<file path="config.mk">
export PLATFORM = sky130hd
export DESIGN_NAME = seg_scan_flat
export DESIGN_NICKNAME = d
export VERILOG_FILES = /design/src/rtl/seg_scan_if.sv /design/src/rtl/seg_scan.sv /design/src/flat_wrapper.sv
export SDC_FILE = /design/constraint.sdc
export NUM_CORES = 1
export LEC_CHECK = 0
export ABC_CLOCK_PERIOD_IN_PS = 2200
export BUFFER_PORTS_ARGS = -buffer_cell sky130_fd_sc_hd__buf_2
export CAP_MARGIN = 20
export CORE_MARGIN = 3
export CORE_UTILIZATION = 52
export CTS_CLUSTER_DIAMETER = 60
export DETAILED_ROUTE_END_ITERATION = 8
export PLACE_DENSITY = 0.76
export REMOVE_ABC_BUFFERS = 1
export SETUP_SLACK_MARGIN = 0.3
export SKIP_CTS_REPAIR_TIMING = 1
export SYNTH_ARGS = -nofsm -noshare
export SYNTH_HDL_FRONTEND = slang
export SYNTH_SLANG_ARGS = --single-unit
</file>
<file path="constraint.sdc">
create_clock -name clk -period 2.2 [get_ports clk]
set_input_delay 0.11 -clock clk [delete_from_list [all_inputs] [get_ports clk]]
set_output_delay 0.11 -clock clk [all_outputs]
set_load 0.01 [all_outputs]
</file>
<file path="src/rtl/seg_scan_if.sv">
// Signal bundle between the timer core (master) and the display scanner (slave).
// No handshake: master holds en/glyph/dp/blink as levels; slave drives seg/an every cycle, frame_done pulses once per frame.
interface seg_scan_if #(
  parameter int DIGITS = 4
);
  logic                  en;
  logic [5*DIGITS-1:0]   glyph;
  logic [DIGITS-1:0]     dp;
  logic [DIGITS-1:0]     blink;
  logic [7:0]            seg;
  logic [DIGITS-1:0]     an;
  logic                  frame_done;

  modport master (
    output en, glyph, dp, blink,
    input  seg, an, frame_done
  );

  modport slave (
    input  en, glyph, dp, blink,
    output seg, an, frame_done
  );
endinterface

</file>
<file path="src/rtl/seg_scan.sv">
// Time-multiplexed multi-digit 7-segment driver with frame-latched glyphs,
// decimal points and per-digit blink.
module seg_scan #(
  parameter int DIGITS       = 4,
  parameter int SCAN_DIV     = 50000,
  parameter int BLINK_FRAMES = 64
) (
  input  logic        clk,
  input  logic        rst,
  seg_scan_if.slave   bus
);
  localparam int PW = $clog2(SCAN_DIV);
  localparam int IW = $clog2(DIGITS);
  localparam int FW = $clog2(BLINK_FRAMES + 1);

  logic [PW-1:0]            presc_q, presc_d;
  logic [IW-1:0]            idx_q, idx_d;
  logic [FW-1:0]            frame_q, frame_d;
  logic                     blink_phase_q, blink_phase_d;
  logic                     load_pending_q, load_pending_d;
  logic [DIGITS-1:0][4:0]   sh_glyph_q, sh_glyph_d;
  logic [DIGITS-1:0]        sh_dp_q, sh_dp_d;
  logic [DIGITS-1:0]        sh_blink_q, sh_blink_d;
  logic [7:0]               seg_q, seg_d;
  logic [DIGITS-1:0]        an_q, an_d;
  logic                     frame_done_q, frame_done_d;

  logic presc_term, idx_term, wrap, frame_term, load;
  logic [4:0] cur_glyph;

  function automatic logic [6:0] font(input logic [4:0] code);
    case (code)
      5'd0:    font = 7'h3F;
      5'd1:    font = 7'h06;
      5'd2:    font = 7'h5B;
      5'd3:    font = 7'h4F;
      5'd4:    font = 7'h66;
      5'd5:    font = 7'h6D;
      5'd6:    font = 7'h7D;
      5'd7:    font = 7'h07;
      5'd8:    font = 7'h7F;
      5'd9:    font = 7'h6F;
      5'd10:   font = 7'h77;
      5'd11:   font = 7'h7C;
      5'd12:   font = 7'h39;
      5'd13:   font = 7'h5E;
      5'd14:   font = 7'h79;
      5'd15:   font = 7'h71;
      5'd16:   font = 7'h40;
      5'd17:   font = 7'h73;
      default: font = 7'h00;
    endcase
  endfunction

  always_comb begin
    presc_term     = (presc_q == PW'(SCAN_DIV - 1));
    idx_term       = (idx_q == IW'(DIGITS - 1));
    wrap           = presc_term && idx_term;
    frame_term     = (frame_q == FW'(BLINK_FRAMES - 1));
    // The first edge after reset also loads, so frame 0 shows real data.
    load           = wrap || load_pending_q;
    cur_glyph      = sh_glyph_q[idx_q];

    presc_d        = presc_term ? '0 : presc_q + PW'(1);
    idx_d          = idx_q;
    if (presc_term) idx_d = idx_term ? '0 : idx_q + IW'(1);

    frame_d        = frame_q;
    blink_phase_d  = blink_phase_q;
    if (wrap) begin
      frame_d       = frame_term ? '0 : frame_q + FW'(1);
      blink_phase_d = frame_term ? ~blink_phase_q : blink_phase_q;
    end

    sh_glyph_d     = sh_glyph_q;
    sh_dp_d        = sh_dp_q;
    sh_blink_d     = sh_blink_q;
    load_pending_d = load_pending_q;
    if (load) begin
      sh_glyph_d     = bus.glyph;
      sh_dp_d        = bus.dp;
      sh_blink_d     = bus.blink;
      load_pending_d = 1'b0;
    end

    seg_d = 8'h00;
    an_d  = '0;
    if (bus.en) begin
      an_d = DIGITS'(1) << idx_q;
      if (!(blink_phase_q && sh_blink_q[idx_q])) seg_d = {sh_dp_q[idx_q], font(cur_glyph)};
    end

    frame_done_d = wrap;
  end

  always_ff @(posedge clk or posedge rst) begin
    if (rst) begin
      presc_q        <= '0;
      idx_q          <= '0;
      frame_q        <= '0;
      blink_phase_q  <= 1'b0;
      load_pending_q <= 1'b1;
      sh_glyph_q     <= {DIGITS{5'd31}};
      sh_dp_q        <= '0;
      sh_blink_q     <= '0;
      seg_q          <= 8'h00;
      an_q           <= '0;
      frame_done_q   <= 1'b0;
    end else begin
      presc_q        <= presc_d;
      idx_q          <= idx_d;
      frame_q        <= frame_d;
      blink_phase_q  <= blink_phase_d;
      load_pending_q <= load_pending_d;
      sh_glyph_q     <= sh_glyph_d;
      sh_dp_q        <= sh_dp_d;
      sh_blink_q     <= sh_blink_d;
      seg_q          <= seg_d;
      an_q           <= an_d;
      frame_done_q   <= frame_done_d;
    end
  end

  assign bus.seg        = seg_q;
  assign bus.an         = an_q;
  assign bus.frame_done = frame_done_q;
endmodule
</file>
<file path="src/flat_wrapper.sv">
// flat-port wrapper written by rule: the top's interface ports become plain ports
module seg_scan_flat 
#(
  parameter int DIGITS       = 4,
  parameter int SCAN_DIV     = 50000,
  parameter int BLINK_FRAMES = 64
)
  (clk, rst, bus_en, bus_glyph, bus_dp, bus_blink, bus_seg, bus_an, bus_frame_done);
  seg_scan_if #(.DIGITS(DIGITS)) bus_i ();
  input  logic clk;
  input  logic rst;
  input wire logic [$bits(bus_i.en)-1:0] bus_en;
  input wire logic [$bits(bus_i.glyph)-1:0] bus_glyph;
  input wire logic [$bits(bus_i.dp)-1:0] bus_dp;
  input wire logic [$bits(bus_i.blink)-1:0] bus_blink;
  output wire logic [$bits(bus_i.seg)-1:0] bus_seg;
  output wire logic [$bits(bus_i.an)-1:0] bus_an;
  output wire logic [$bits(bus_i.frame_done)-1:0] bus_frame_done;
  assign bus_i.en = bus_en;
  assign bus_i.glyph = bus_glyph;
  assign bus_i.dp = bus_dp;
  assign bus_i.blink = bus_blink;
  assign bus_seg = bus_i.seg;
  assign bus_an = bus_i.an;
  assign bus_frame_done = bus_i.frame_done;
  seg_scan #(.DIGITS(DIGITS), .SCAN_DIV(SCAN_DIV), .BLINK_FRAMES(BLINK_FRAMES)) u_core (.clk(clk), .rst(rst), .bus(bus_i));
endmodule
</file>
==> results.ini <==
[worst_setup_path]
ff2ff_path_depth = 7
cp.required_ns = 2.51
path_buf_inv = 0
cpLargestDelayFamily = multiplexers
worst_r2r_startpoint = u_core.idx_q[0]
crit_type = reg2reg
critPathCaptureType = flop
timing.critical_path.to = u_core.bus.seg[0]
max_stage_delay_ns = 0.57
worstPathMaxFanout = 5
cpMaxStageDelayCell = mux4_2
crit_arrival_ns = 2.48
r2r-end = u_core.bus.seg[0]
start_kind = flop
crit_chain = mux4_2 > ha_4 > nor2_1 > mux2i_1 > mux4_2 > nor2_2 > o31a_1
reg2reg_slack_ns = 0.03
path_common_cell = mux4_2
cp.depth = 7
startpoint = u_core.idx_q[0]

[job]
cap_viol_max_count = 0

[drt]
ant_nets = 0
drt_iter0_markers = 135
viasPerCell = 5.40
drc = 0
wl_um = 7900
dr.pass1.iters = 4
vias = 2413
routedWlPerCell_um = 17.7

[global_routing]
grt_first_pass_wirelength_um = 10700
gr-total-overflow = 0
antenna_found_initial = 0
track_usage_pct = 19.0
grt_pass1_vias = 2205
grt_max_degree = 41

[yosys]
syn_area_per_cell_um2 = 12.6
synth.distinct_cells = 40
ys_ff_latch = 68
yosysWarnings = 0
netlist_instances = 265
syn-cell-area_um2 = 3340
yosysSeqAreaShare_pct = 51.8

[outcome]
violations = hold timing
status = finished, violations left

[floorplan]
fp.dieW_um = 86.1
num_rows = 28
die_h_um = 86.1
dieArea_um2 = 7410
coreArea_um2 = 6060
initial_core_util_pct = 55.1
ioPinCount = 44

[clocking]
clk_path_buf_depth = 2
clockRootBuffer = clkbuf_8
htree_levels = 3
cts_buffers = 9
cts.sinks = 68
cts_tree = built
cts.clk_slew.worst_paths_ns = 0.08
insertion_delay_ns = 0.36

[sta]
hold_slack_ns = -0.0121
skew_ns = 0.0128
fmaxAchievable_mhz = 461
finalHoldViolations = 3
rsz0062_at_grt = yes
worstMarginPinSlew_ns = 0.848
timing.final.crit_share_pct = 98.6
slew_headroom_pct = 43.0
fin_crit_ns = 2.17
fin_ws_ns = 0.0317
drv_slew = 0
setup_violations = 0
finalSetupTns_ns = 0

[layout]
syn_to_final_growth_pct = 35.5
layout_common_cells = dfrtp_1, buf_2, dlygate4sd3_1, nor2_1
n_antenna_cell = 0
final_common_cell = dfrtp_1
multi_input_area_um2 = 1670
n_fill_cell = 367
drive_gt1_share_pct = 48.9
regArea_um2 = 1730
fin_nets = 410

[place]
hpwl_um = 4370
io_buffers = 43
pre_cts_slack_ns = 0.0326
gp_congestion = 0.887

[min_path]
hp-class = in2reg
min-delay-start = bus_blink[3]

[power_and_ir_drop]
leakage_nw = 2.14
p_per_area_nw_per_um2 = 638
irDropWorstVdd_v = 0.000683

## worst min-delay path by stage
stage	to	slack, ns	cells after the start
after floorplan	u_core.bus.an[1]	0.24	1
after global placement	u_core.presc_q[12]	0.21	2
after detailed placement	u_core.presc_q[12]	0.22	2
after CTS	u_core.bus.seg[0]	-0.16	2
after global routing	u_core.sh_glyph_q[12]	-0.005	2
final	u_core.sh_blink_q[3]	-0.01	2
## power breakdown
part / internal (mW) / switching [mW] / leakage (nW) / total [mW]
registers: 1.35 / 0.0468 / 0.834 / 1.40
logic: 0.256 / 0.201 / 1.22 / 0.457
clock network: 0.517 / 0.517 / 0.0910 / 1.03
total: 2.12 / 0.765 / 2.14 / 2.89
## area by class of cell
cell class              instances  area share [%]
repair buffers                 98            17.4
flip-flops and latches         68            38.3
clock buffers                   9            2.74
well taps                      75            2.08
multi-input cells             179            36.9
inverters                      11            1.08
clock inverters                 7            1.49
## flip-flops by register name, indices dropped and copies added (netlist names)
name,count
u_core.idx_q,2
u_core.frame_q,7
u_core.bus.frame_done,1
u_core.bus.an,4
u_core.sh_dp_q,4
u_core.sh_blink_q,4
u_core.sh_glyph_q,20
u_core.bus.seg,8
u_core.load_pending_q,1
u_core.blink_phase_q,1
u_core.presc_q,16
## routing by layer
metal / track usage, % / share of wire [%]
met1: 27.0 / 42
met2: 27.5 / 51
met3: 4.42 / 4.6
met4: 9.06 / 2.2
met5: 0 / 0
## synthesized netlist by cell type, drive strengths merged
cell type	count	area share (%)
or4b	2	0.83
mux2i	6	1.8
nor2b	2	0.37
nand2b	3	0.56
nor2	27	3.3
nand4b	1	0.26
mux4	9	6.1
buf	3	0.82
nor3	8	1.2
nand4	4	0.75
nand3	7	1.0
o22ai	1	0.19
a221oi	1	0.26
o31a	2	0.53
conb	1	0.11
a31oi	1	0.19
dfstp	21	17
o31ai	1	0.23
a211oi	2	0.45
dfrtp	47	35
and2	4	0.75
mux2	28	12
ha	12	4.5
a21o	1	0.23
nor4	2	0.83
xnor2	7	1.8
or3	1	0.19
o21ai	8	1.2
xor2	9	2.4
clkbuf	4	0.45
inv	11	1.3
a21oi	4	0.60
and3	4	0.75
nand2	21	2.6
## stage by stage
stage | power, mW | utilization [%] | area (um2) | hold WS, ns | std cells
floorplan | 1.63 | - | 3290 | 0.239 | 258
global placement | 1.74 | 62.0 | 3760 | 0.210 | 393
detailed placement | 1.75 | 62.0 | 3760 | 0.222 | 393
CTS | 2.76 | 65.1 | 3950 | -0.157 | 409
global route | 3.00 | 74.6 | 4520 | -0.00487 | 447
finish | 2.89 | 74.6 | 4520 | -0.0121 | 447
## cell families after synthesis
kind of cell	Yosys count	share of synthesized area [%]
xor+xnor	16	4.20
other cells	1	0.112
simple gates	86	13.4
compound gates	21	3.86
buf+inv	18	2.59
flops	68	51.8
fa+ha+maj	12	4.50
mux	43	19.6
Note: power is estimated with default switching activity, not from simulation.
